<file path="config.mk">
export PLATFORM = sky130hd
export DESIGN_NAME = comparador_serial_flat
export DESIGN_NICKNAME = d
export VERILOG_FILES = /design/src/rtl/comparador_serial_pkg.sv /design/src/rtl/comparador_serial_if.sv /design/src/rtl/comparador_digito.sv /design/src/rtl/comparador_serial.sv /design/src/flat_wrapper.sv
export SDC_FILE = /design/constraint.sdc
export NUM_CORES = 1
export LEC_CHECK = 0
export CORE_UTILIZATION = 30
export CTS_BUF_LIST = sky130_fd_sc_hd__clkbuf_2
export DETAILED_ROUTE_END_ITERATION = 8
export GPL_ROUTABILITY_DRIVEN = 0
export HOLD_SLACK_MARGIN = 0.12
export PLACE_DENSITY_LB_ADDON = 0.25
export SKIP_LAST_GASP = 1
export SYNTH_ARGS = -nofsm -noshare
export SYNTH_HDL_FRONTEND = slang
export SYNTH_SLANG_ARGS = --single-unit
</file>
<file path="constraint.sdc">
create_clock -name clk -period 7.4 [get_ports clk]
set_input_delay 1.85 -clock clk [delete_from_list [all_inputs] [get_ports clk]]
set_output_delay 1.85 -clock clk [all_outputs]
set_load 0.01 [all_outputs]
</file>
<file path="src/rtl/comparador_serial_pkg.sv">
// comparador_serial_pkg: shared state encoding and default geometry for the serial comparator
package comparador_serial_pkg;
  localparam int CMP_WIDTH = 32;
  localparam int CMP_DIGIT = 8;
  localparam int CMP_NDIG = CMP_WIDTH / CMP_DIGIT;
  function automatic int idx_w(input int n);
    return n > 1 ? $clog2(n) : 1;
  endfunction
  localparam int CMP_IDX_W = idx_w(CMP_NDIG);
  typedef enum logic [1:0] {
    CMP_IDLE = 2'd0,
    CMP_SCAN = 2'd1,
    CMP_DONE = 2'd2
  } cmp_state_e;
endpackage

</file>
<file path="src/rtl/comparador_serial_if.sv">
// comparador_serial_if: start/busy/done handshake plus operands and results
interface comparador_serial_if
  import comparador_serial_pkg::*;
#(
  parameter int WIDTH = CMP_WIDTH
);
  logic             start;
  logic [WIDTH-1:0] a;
  logic [WIDTH-1:0] b;
  logic             signo;
  logic             busy;
  logic             done;
  logic             menor;
  logic             igual;
  modport master(output start, a, b, signo, input busy, done, menor, igual);
  modport slave(input start, a, b, signo, output busy, done, menor, igual);
endinterface

</file>
<file path="src/rtl/comparador_digito.sv">
// comparador_digito: combinational unsigned compare of one digit
module comparador_digito #(
  parameter int DIGIT = 8
) (
  input  logic [DIGIT-1:0] a_i,
  input  logic [DIGIT-1:0] b_i,
  output logic             lt_o,
  output logic             eq_o
);
  assign lt_o = a_i < b_i;
  assign eq_o = a_i == b_i;
endmodule

</file>
<file path="src/rtl/comparador_serial.sv">
// comparador_serial: set-less-than comparator scanning one digit per clock, MS digit first,
// stopping at the first digit that differs.
module comparador_serial
  import comparador_serial_pkg::*;
#(
  parameter int WIDTH = CMP_WIDTH,
  parameter int DIGIT = CMP_DIGIT
) (
  input logic                clk,
  input logic                reset_n,
  comparador_serial_if.slave bus
);
  localparam int NDIG = WIDTH / DIGIT;
  localparam int IW = idx_w(NDIG);
  localparam logic [WIDTH-1:0] MSB = {1'b1, {(WIDTH-1){1'b0}}};
  cmp_state_e       state_q, state_d;
  logic [WIDTH-1:0] a_q, a_d, b_q, b_d;
  logic [IW-1:0]    idx_q, idx_d;
  logic             menor_q, menor_d, igual_q, igual_d;
  logic [DIGIT-1:0] a_dig, b_dig;
  logic             lt, eq, accept, last;
  assign a_dig = DIGIT'(a_q >> (DIGIT * (NDIG - 1 - int'(idx_q))));
  assign b_dig = DIGIT'(b_q >> (DIGIT * (NDIG - 1 - int'(idx_q))));
  comparador_digito #(.DIGIT(DIGIT)) u_dig (
    .a_i (a_dig),
    .b_i (b_dig),
    .lt_o(lt),
    .eq_o(eq)
  );
  assign accept = bus.start && state_q != CMP_SCAN;
  assign last   = idx_q == IW'(NDIG - 1);
  // Flipping the sign bit of both operands maps two's-complement order onto unsigned order
  always_comb begin
    state_d = state_q;
    a_d     = a_q;
    b_d     = b_q;
    idx_d   = idx_q;
    menor_d = menor_q;
    igual_d = igual_q;
    if (accept) begin
      a_d     = bus.a ^ (bus.signo ? MSB : '0);
      b_d     = bus.b ^ (bus.signo ? MSB : '0);
      idx_d   = '0;
      state_d = CMP_SCAN;
    end else if (state_q == CMP_SCAN) begin
      state_d = (!eq || last) ? CMP_DONE : CMP_SCAN;
      idx_d   = (!eq || last) ? idx_q : idx_q + 1'b1;
      menor_d = (!eq || last) ? lt : menor_q;
      igual_d = (!eq || last) ? eq : igual_q;
    end else if (state_q == CMP_DONE) begin
      state_d = CMP_IDLE;
    end
  end
  always_ff @(posedge clk or negedge reset_n) begin
    if (!reset_n) begin
      state_q <= CMP_IDLE;
      a_q     <= '0;
      b_q     <= '0;
      idx_q   <= '0;
      menor_q <= 1'b0;
      igual_q <= 1'b0;
    end else begin
      state_q <= state_d;
      a_q     <= a_d;
      b_q     <= b_d;
      idx_q   <= idx_d;
      menor_q <= menor_d;
      igual_q <= igual_d;
    end
  end
  assign bus.busy  = state_q == CMP_SCAN;
  assign bus.done  = state_q == CMP_DONE;
  assign bus.menor = menor_q;
  assign bus.igual = igual_q;
endmodule

</file>
<file path="src/flat_wrapper.sv">
// flat-port wrapper written by rule: the top's interface ports become plain ports
module comparador_serial_flat import comparador_serial_pkg::*;
#(
  parameter int WIDTH = CMP_WIDTH,
  parameter int DIGIT = CMP_DIGIT
)
  (clk, reset_n, bus_start, bus_a, bus_b, bus_signo, bus_busy, bus_done, bus_menor, bus_igual);
  comparador_serial_if #(.WIDTH(WIDTH)) bus_i ();
  input logic clk;
  input logic reset_n;
  input wire logic [$bits(bus_i.start)-1:0] bus_start;
  input wire logic [$bits(bus_i.a)-1:0] bus_a;
  input wire logic [$bits(bus_i.b)-1:0] bus_b;
  input wire logic [$bits(bus_i.signo)-1:0] bus_signo;
  output wire logic [$bits(bus_i.busy)-1:0] bus_busy;
  output wire logic [$bits(bus_i.done)-1:0] bus_done;
  output wire logic [$bits(bus_i.menor)-1:0] bus_menor;
  output wire logic [$bits(bus_i.igual)-1:0] bus_igual;
  assign bus_i.start = bus_start;
  assign bus_i.a = bus_a;
  assign bus_i.b = bus_b;
  assign bus_i.signo = bus_signo;
  assign bus_busy = bus_i.busy;
  assign bus_done = bus_i.done;
  assign bus_menor = bus_i.menor;
  assign bus_igual = bus_i.igual;
  comparador_serial #(.WIDTH(WIDTH), .DIGIT(DIGIT)) u_core (.clk(clk), .reset_n(reset_n), .bus(bus_i));
endmodule
</file>
Word-level counts from Yosys, hierarchy flattened --
Index checks and enable logic that the tools add are counted.
Storage, ports and cells: register bits after elaboration 70, RAM bits 0, memories kept 0, input port bits 68, bits in latches 0, memory bits (read-only) 0
Operators by class: muxes and demuxes 8, reductions and logical operators 7, multipliers 0, shift-type cells 2, divide/modulo/power cells 0, eq/ne operators 6, $lt $le $gt $ge 1, bitwise gates (word level) 3, $add $sub $neg 2
Operators by type and width (count):
- 32-bit by 32-bit >> shifter with 8-bit output | 2
- 32-bit bitwise XOR | 2
- 32-bit two-way mux | 1
- 2-bit two-way mux | 7
- 8-bit equality test | 1
- 8-bit less-than comparator | 1
- 2-bit equality test (second input constant) | 2
- 2-bit by 1-bit != test with 1-bit output (second input constant) | 2
- 3-bit AND reduction | 1
- 3-bit nonzero test | 1
- 2-bit by 2-bit subtractor with 3-bit output (first input constant) | 1
- 2-bit by 1-bit adder with 2-bit output (second input constant) | 1
- 2-bit by 1-bit equality test with 1-bit output (second input constant) | 1
- 2-bit AND reduction | 1
- 2-bit nonzero test | 1
- 1-bit logical AND | 1
- 1-bit zero test | 1
- 1-bit logical OR | 1
- 1-bit inverter | 1

Longest topological paths before layout --
Gate-level depths: netlist (run 1).
depth after elaboration 8, depth in mapped cells 9

Cells and area by module --
From an unflattened synthesis (run 1), not the netlist that was laid out.
Second synthesis, totals: cells, all modules 350, area total of the unflattened synthesis 3375.7 um^2
By module, submodules not included:
- comparador_serial | cells each 323, sequential area each 1751.7 um^2, area each 3161.8 um^2, times used 1
- comparador_digito | cells each 27, sequential area each 0.0 um^2, area each 214.0 um^2, times used 1

Worst setup path after synthesis (run 1) --
Ideal clock, no wire load.
path kind in2reg, start input bus_start, end register u_core.a_q[0], data arrival time 2.595 ns, library setup time 0.125 ns, stages on the path 4, path slack 4.680 ns, path buffers 2, cell sequence nor2b_1 -> buf_2 -> buf_4 -> mux2_2
On the way: word-level cells in the longest chain between the ends 1
Ends and longest elaborated chain:
- start: declaration | RTL line flat_wrapper.sv:11 | input wire logic [$bits(bus_i.start)-1:0] bus_start;
- 1-bit logical AND | RTL line comparador_serial.sv:30 | assign accept = bus.start && state_q != CMP_SCAN;
- end signal: assignment | RTL line comparador_serial.sv:57 | a_q <= '0;
- end signal: assignment | RTL line comparador_serial.sv:64 | a_q <= a_d;
- end: declaration | RTL line comparador_serial.sv:17 | logic [WIDTH-1:0] a_q, a_d, b_q, b_d;
Every way passes these cells. A chain may end at the register's enable or synchronous reset.

Final worst setup path (run 1) --
start register u_core.state_q[1], end output bus_busy
On the way: word-level cells in the longest chain between the ends 1
Ends and longest elaborated chain:
- start: declaration | RTL line comparador_serial.sv:16 | cmp_state_e state_q, state_d;
- start signal: assignment | RTL line comparador_serial.sv:63 | state_q <= state_d;
- 2-bit by 1-bit equality test with 1-bit output | RTL line comparador_serial.sv:71 | assign bus.busy = state_q == CMP_SCAN;
- end: declaration | RTL line flat_wrapper.sv:15 | output wire logic [$bits(bus_i.busy)-1:0] bus_busy;
Every way passes these cells.

==> results of run 1 <==
logic make-up (layout without fill, tap and decap cells):
group	count (synthesis)	after routing	share of synthesized area
adders and majority gates	12	12	0.04544
and+or+nand+nor	14	14	0.02499
muxes	80	80	0.3279
AOI/OAI and AO/OA	14	14	0.02651
xor gates and xnor gates	2	2	0.005302
DFF	70	70	0.5301
buffers and inverters	23	100	0.03976
final timing paths:
| kind | start | end | slack (ns) | depth (start not counted) |
|---|---|---|---|---|
| setup reg to reg | u_core.idx_q[0] | u_core.idx_q[1] | 4.59 | 7 |
| min in group asynchronous | reset_n | u_core.b_q[21] | 1.50 | 2 |
| max in group asynchronous | reset_n | u_core.a_q[16] | 5.26 | 2 |
| hold / removal | u_core.bus.menor | u_core.bus.menor | 0.51 | 2 |
| hold reg to reg | u_core.bus.menor | u_core.bus.menor | 0.51 | 2 |
| setup / recovery | u_core.state_q[1] | bus_busy | 3.68 | 3 |
synthesized netlist by cell type (2+ instances only):
library cell	number
mux2_2	62
buf_6	2
nor2b_1	3
mux4_2	16
ha_1	12
dfrtp_1	70
a21oi_1	6
nor2_1	4
nand2_1	2
o21ai_0	2
buf_2	3
xnor2_1	2
buf_4	7
inv_1	11
registers in the layout (all words and copies together), names as in the netlist:
name	flops
u_core.bus.menor	1
u_core.bus.igual	1
u_core.a_q	32
u_core.b_q	32
u_core.idx_q	2
u_core.state_q	2
per-stage QoR:
stage               total power, mW  cell area, um^2  hold WS [ns]    util
detailed placement            1.252             4120        0.4834  0.3921
CTS                           1.501             4253        0.5272  0.4047
finish                        1.474             4253        0.5121  0.4047
floorplan                     1.087             3304        0.4751       -
global route                  1.592             4253        0.5468  0.4047
global placement              1.222             4120        0.4846  0.3921
layer usage:
| layer | global-route usage | vias up | part of all wire |
|---|---|---|---|
| li1 | - | 927 | - |
| met1 | 0.1555 | 1038 | 0.42 |
| met2 | 0.2194 | 45 | 0.52 |
| met3 | 0.04073 | 5 | 0.045 |
| met4 | 0.03523 | 0 | 0.012 |
| met5 | 0 | - | 0 |
power by group through the flow:
stage	registers (mW)	logic (mW)	clock network (mW)
2_1_floorplan	0.637	0.450	0
3_3_place_gp	0.666	0.557	0
3_5_place_dp	0.676	0.576	0
4_1_cts	0.665	0.579	0.257
5_1_grt	0.688	0.631	0.273
6_report	0.663	0.565	0.246
cell type report:
class	instances	area, um^2	area share
clock buffers	9	45.04	0.01059
clock inverters	6	87.58	0.02059
inverters	11	41.29	0.009709
multi-input cells	122	1429	0.3360
flip-flops and latches	70	1752	0.4119
well taps	136	170.2	0.04001
repair buffers	74	728.2	0.1712
critical path, delay by kind of cell, from the launching register on:
kind / cells / cell delay, ns
buffers and inverters: 2 / 0.66
flip-flops: 1 / 0.44
adder cells (fa/ha/maj): 1 / 0.28
==> flow_metrics.py, run 1 <==
metrics = {
    "cts": {
        "cts_tree": "done",
        "clockBufferDepth": 2,
        "cts_resized": 0,
        "cts_made_buffers": 9,
        "hold_buffers": 0,
        "cts_sinks": 70,
        "htreeDepth": 3,
        "root_buffer": "clkbuf_2",
        "clk_latency_ns": 0.50,
        "postCtsSetupRepairBufs": 0,
        "path_clk_slew_ns": 0.20,
    },
    "final_layout": {
        "fillers": 1028,
        "nets": 368,
        "layout.cells.non_filler": 428,
        "drive_gt1_frac": 0.3459,
        "area_delta_synth_final_pct": 28.70,
        "antenna_cells": 0,
        "layout_common_cells": "clkdlybuf4s50_1, dfrtp_1, mux2_2",
    },
    "min_path": {
        "holdCritPathClass": "flop to flop",
    },
    "worst_setup_path": {
        "critPathSlowestCell": "clkdlybuf4s50_1",
        "worstPathCellList": "inv_1 -> ha_1 -> clkdlybuf4s50_1",
        "worstPathMaxFanout": 4,
        "endpoint_kind": "output pin",
        "criticalPathCategory": "flop to output pin",
        "slowest_delay_ns": 0.58,
        "cp_data_arrival_time_ns": 1.87,
        "start_kind": "flop",
        "required_ns": 5.55,
    },
    "synthesis": {
        "postSynthNetCount": 295,
        "ys_seq_elements": 70,
        "synth_edf_count": 0,
        "yosysTopAreaCellShare": 0.5301,
        "ys_warn_count": 0,
        "ys_seq_area_frac": 0.5301,
        "synthArstFlopShare": 1.000,
        "netlist_top_cells_area": "dfrtp_1, mux2_2, mux4_2",
        "synth_cells": 215,
        "yosys.area.top_type": "dfrtp_1",
        "syn_area_mm2": 0.003304,
        "syn_avg_cell_area_um2": 15.37,
        "synth.distinct_cells": 27,
        "ys.flop_type": "dfrtp_1",
    },
    "global_route": {
        "grt_pass1_wl_um": 10980,
        "grt_pass1_vias": 2131,
        "grtUsageTotal": 0.1284,
        "antenna_found_initial": 0,
        "grt-ovfl-total": 0,
        "grt_max_degree": 71,
    },
    "power": {
        "switchingPower_uw": 454.1,
        "p_int_mw": 1.020,
        "ir_worst_vdd_v": 0.0001444,
        "leakage_nw": 1.728,
        "pwr-share-seq": 0.450,
        "p_per_area_mw_per_mm2": 346.6,
        "switching_share": 0.3080,
        "power.share.clock": 0.167,
        "combPwrFrac": 0.383,
    },
    "sta": {
        "setup_viol": 0,
        "relSlewSlack": 0.3410,
        "fin_tns_setup_ns": 0,
        "finClkSkew_ns": 0.03649,
        "drv_slew": 0,
        "fmax_ghz": 0.2690,
        "hold_viol": 0,
        "setup_ws_ns": 3.683,
        "min_period_ns": 3.717,
        "finalCritPeriodShare": 0.5023,
        "rsz0062_at_grt": "no",
        "max_slew.worst_pin.slew_ns": 0.9865,
    },
    "die": {
        "die_h_um": 107.0,
        "chipWidth_um": 107.0,
        "die_area_mm2": 0.01144,
        "row_count": 37,
        "pin_count": 72,
        "core-area_mm2": 0.01051,
        "start_util": 0.3144,
    },
    "placed_design": {
        "port_buffers": 71,
        "hpwl_um": 4798,
        "dpl_worst_slack_ns": 3.174,
        "place_inst": 413,
    },
    "route": {
        "vias": 2015,
        "drt-pass1-iter-count": 4,
        "drt_iter0_drc": 40,
        "drtAntennaViolNets": 0,
        "drc_errors": 0,
        "routedWlPerCell_um": 15.45,
        "routed_via_density": 4.708,
        "wirelength_um": 6612,
    },
    "flow_run": {
        "drv_cap": 0,
    },
    "run_status": {
        "status": "completed",
    },
}
(Power assumes the default switching activity.)
==> run 2: changes to the inputs <==
- clock period: 7.4 -> 3.8 ns (I/O delays scaled with it)
==> run 2 against run 1 <==
  * Via count is 1.9% lower
  * First-iteration DRC count grew 13%
  * Clock skew rose by 0.0081 ns
  * Die area stayed put
  * Total power increased by 97%
  * Setup slack got worse by 2.8 ns
  * Cell area grew 1.0%
  * Clock-buffer cell count grew 1
  * Combinational power is 98% higher
  * Wire length rose by 0.24%
  * Sequential power rose by 93%
  * Non-clock buffer count increased by 2
  * Largest power group unchanged
  * Highest routed layer unchanged
==> flow_metrics.py, run 2 (same netlist as run 1, synthesis figures left out) <==
metrics = {
    "sta": {
        "fin_tns_setup_ns": 0,
        "finClkSkew_ns": 0.04459,
        "rsz0062_at_grt": "no",
        "hold_viol": 0,
        "max_slew.worst_pin.slew_ns": 0.8699,
        "min_period_ns": 2.875,
        "finalCritPeriodShare": 0.7565,
        "fmax_ghz": 0.3479,
        "drv_slew": 0,
        "setup_ws_ns": 0.9255,
        "setup_viol": 0,
        "relSlewSlack": 0.4201,
    },
    "power": {
        "power.total_mw": 2.898,
        "leakage_nw": 1.757,
        "p_per_area_mw_per_mm2": 674.4,
        "ir_worst_vdd_v": 0.0002174,
    },
    "global_route": {
        "grt_pass1_wl_um": 10960,
        "grt_pass1_vias": 2133,
        "grt-ovfl-total": 0,
        "grt_max_degree": 55,
        "grtUsageTotal": 0.1300,
        "antenna_found_initial": 0,
    },
    "placed_design": {
        "hpwl_um": 4823,
        "port_buffers": 71,
        "dpl_worst_slack_ns": 0.9846,
    },
    "final_layout": {
        "area_delta_synth_final_pct": 30.03,
        "antenna_cells": 0,
        "drive_gt1_frac": 0.3559,
        "layout_common_cells": "clkdlybuf4s50_1, dfrtp_1, mux2_2",
        "multi_input_area_mm2": 0.001429,
        "top_regs": "u_core.a_q x32, u_core.b_q x32",
        "seqCellArea_mm2": 0.001752,
        "fillers": 976,
        "nets": 370,
    },
    "route": {
        "routedWlPerCell_um": 15.38,
        "vias": 1977,
        "routed_via_density": 4.587,
        "drt-pass1-iter-count": 4,
        "wirelength_um": 6628,
        "drc_errors": 0,
        "drtAntennaViolNets": 0,
        "drt_iter0_drc": 45,
    },
    "die": {
        "start_util": 0.3144,
        "die_h_um": 107.0,
        "core-area_mm2": 0.01051,
        "chipWidth_um": 107.0,
        "row_count": 37,
        "die_area_mm2": 0.01144,
        "pin_count": 72,
    },
    "cts": {
        "cts_resized": 0,
        "htreeDepth": 3,
        "hold_buffers": 0,
        "cts_made_buffers": 9,
        "postCtsSetupRepairBufs": 0,
        "root_buffer": "clkbuf_2",
        "path_clk_slew_ns": 0.23,
        "clk_latency_ns": 0.52,
        "cts_tree": "done",
        "clockBufferDepth": 2,
        "cts_sinks": 70,
    },
    "worst_setup_path": {
        "criticalPathCategory": "flop to output pin",
        "cp_data_arrival_time_ns": 1.92,
        "worstPathMaxFanout": 4,
        "endpoint_kind": "output pin",
        "reg2reg_depth": 6,
        "start_kind": "flop",
        "required_ns": 2.85,
    },
    "flow_run": {
        "drv_cap": 0,
    },
    "run_status": {
        "status": "completed",
    },
    "min_path": {
        "holdCritPathClass": "primary input to asynchronous set/reset pin",
    },
}
==> run 2: layout make-up <==
| type | instances | share of cell area |
|---|---|---|
| flip-flops and latches | 70 | 0.4077 |
| multi-input cells | 122 | 0.3326 |
| repair buffers | 76 | 0.1788 |
| well taps | 136 | 0.03960 |
| clock inverters | 6 | 0.02009 |
| clock buffers | 10 | 0.01165 |
| inverters | 11 | 0.009610 |
==> run 2: path summary, 6_finish.rpt <==
kind	startpoint	to	slack, ns
min reg2reg	u_core.a_q[12]	u_core.a_q[12]	0.52
max in group asynchronous	reset_n	u_core.a_q[1]	2.43
max	u_core.state_q[1]	bus_busy	0.93
max reg2reg	u_core.idx_q[1]	u_core.idx_q[1]	1.17
min	reset_n	u_core.b_q[29]	0.30
min in group clk	u_core.a_q[12]	u_core.a_q[12]	0.52
==> run 2: power breakdown <==
part	switching [mW]	internal, mW	total [mW]
Combinational	0.433	0.691	1.12
Clock	0.273	0.219	0.493
Sequential	0.178	1.10	1.28
==> run 2: through the flow <==
stage	std cells	area (um^2)	util	hold slack, ns
floorplan	215	3304	-	0.4751
global placement	415	4160	0.3959	0.4856
detailed placement	415	4160	0.3959	0.4911
CTS	431	4297	0.4089	0.2691
global route	431	4297	0.4089	0.2344
finish	431	4297	0.4089	0.2990
==> run 2: layer usage <==
| layer | vias to the layer above | routed length [um] | global-route usage |
|---|---|---|---|
| li1 | 934 | - | - |
| met1 | 991 | 3025 | 0.1650 |
| met2 | 41 | 3195 | 0.2051 |
| met3 | 11 | 261 | 0.03222 |
| met4 | 0 | 146 | 0.06751 |
| met5 | - | 0 | 0 |
==> run 2: critical path, cell delays in order (launching register included) <==
cell and delay [ns]:
dfrtp_1 0.44, inv_1 0.08, ha_1 0.29, clkdlybuf4s50_1 0.59
==> run 3: changes to the inputs <==
- clock period: 3.8 -> 2.6 ns (I/O delays scaled with it)
==> run 3 against run 2 <==
  * First-iteration DRC count is 49% lower
  * Critical endpoint unchanged
  * Combinational power grew 45%
  * Clock power up 34%
==> flow_metrics.py, run 3 (same netlist as run 1, synthesis figures left out) <==
metrics = {
    "cts": {
        "cts_made_buffers": 9,
        "postCtsSetupRepairBufs": 0,
        "htreeDepth": 3,
        "cts_tree": "done",
        "path_clk_slew_ns": 0.22,
        "clockBufferDepth": 2,
        "clk_latency_ns": 0.51,
        "root_buffer": "clkbuf_2",
        "cts_sinks": 70,
    },
    "final_layout": {
        "antenna_cells": 0,
        "layout_common_cells": "clkdlybuf4s50_1, dfrtp_1, mux2_2",
        "final_common_cell": "clkdlybuf4s50_1",
        "multi_input_area_mm2": 0.001441,
        "fillers": 997,
        "nets": 371,
        "seqCellArea_mm2": 0.001753,
        "drive_gt1_frac": 0.3615,
        "finish.utilization": 0.4102,
        "area_delta_synth_final_pct": 30.44,
        "top_regs": "u_core.a_q x32, u_core.b_q x32",
    },
    "global_route": {
        "grt_pass1_vias": 2071,
        "antenna_found_initial": 0,
        "grtUsageTotal": 0.1259,
        "grt_pass1_wl_um": 10720,
        "grt_max_degree": 71,
        "grt-ovfl-total": 0,
    },
    "route": {
        "routed_via_density": 4.604,
        "vias": 1989,
        "drtAntennaViolNets": 0,
        "drc_errors": 0,
        "drt-pass1-iter-count": 4,
        "wirelength_um": 6721,
        "routedWlPerCell_um": 15.56,
        "drt_iter0_drc": 23,
    },
    "sta": {
        "rsz0062_at_grt": "no",
        "finalCritPeriodShare": 0.9401,
        "relSlewSlack": 0.7185,
        "min_period_ns": 2.444,
        "hold_viol": 0,
        "setup_ws_ns": 0.1557,
        "finClkSkew_ns": 0.02709,
        "drv_slew": 0,
        "setup_viol": 0,
        "fin_tns_setup_ns": 0,
        "fmax_ghz": 0.4091,
        "max_slew.worst_pin.slew_ns": 0.4223,
    },
    "worst_setup_path": {
        "timing.critical_path.to": "bus_busy",
        "r2r-start": "u_core.idx_q[0]",
        "worstPathMaxFanout": 4,
        "required_ns": 1.95,
        "endpoint_kind": "output pin",
        "ff2ff_setup_slack_ns": 0.19,
        "start_kind": "flop",
        "timing.rr.end": "u_core.idx_q[1]",
        "crit_path_start": "u_core.state_q[1]",
        "criticalPathCategory": "flop to output pin",
        "reg2reg_depth": 7,
        "cp_data_arrival_time_ns": 1.79,
    },
    "die": {
        "pin_count": 72,
        "die_area_mm2": 0.01144,
        "row_count": 37,
        "start_util": 0.3144,
        "chipWidth_um": 107.0,
        "die_h_um": 107.0,
        "core-area_mm2": 0.01051,
    },
    "min_path": {
        "holdCritPathClass": "primary input to asynchronous set/reset pin",
    },
    "placed_design": {
        "port_buffers": 71,
        "hpwl_um": 5056,
        "dpl_worst_slack_ns": 0.07047,
    },
    "power": {
        "ir_worst_vdd_v": 0.0004532,
        "leakage_nw": 1.749,
        "p_per_area_mw_per_mm2": 973.6,
    },
    "run_status": {
        "status": "completed",
    },
    "flow_run": {
        "drv_cap": 0,
    },
}
run 3: metal layers:
metal	up-vias	wire, um	global-route usage
li1	941	-	-
met1	998	2831	0.1538
met2	44	3542	0.2161
met3	6	276	0.03769
met4	0	70	0.03229
met5	-	0	0
run 3: cell type report:
cell class	instances	area share
clock buffers	9	0.01045
repair buffers	77	0.1806
inverters	11	0.009579
multi-input cells	122	0.3344
well taps	136	0.03948
flip-flops and latches	70	0.4067
clock inverters	7	0.01887
run 3: worst min path at each step:
stage               cells past startpoint  startpoint        endpoint  slack [ns]
finish                                  2     reset_n  u_core.b_q[14]        0.47
global route                            2     reset_n  u_core.b_q[14]        0.41
CTS                                     2     reset_n  u_core.b_q[14]        0.43
detailed placement                      1     reset_n  u_core.b_q[14]        0.48
global placement                        1     reset_n  u_core.b_q[14]        0.48
floorplan                               0     reset_n   u_core.a_q[0]        0.35
run 3: power breakdown:
part	switching [mW]	leakage (nW)	internal (mW)
clock network	0.423	0.0735	0.236
registers	0.304	0.822	1.61
logic	0.613	0.854	1.01
total	1.34	1.75	2.86
run 3: metrics by stage:
stage / power [mW] / hold slack (ns) / area, um^2 / std cells
6_report: 4.196 / 0.4731 / 4310 / 432
5_1_grt: 4.515 / 0.4125 / 4310 / 432
4_1_cts: 4.258 / 0.4324 / 4299 / 432
3_5_place_dp: 3.591 / 0.4758 / 4160 / 415
3_3_place_gp: 3.544 / 0.4771 / 4160 / 415
2_1_floorplan: 3.094 / 0.3544 / 3304 / 215
run 3: worst max-delay path, cell delays in order (launching register included):
cell and delay, ns:
dfrtp_1 0.44, inv_1 0.11, ha_4 0.19, clkdlybuf4s50_1 0.54
run 3: what timing repair did:
item	in CTS	in global routing
hold buffers	1	0
setup endpoints to repair	1	3
pin swaps	0	0
hold endpoints to repair	3	0
resized for setup	1	2
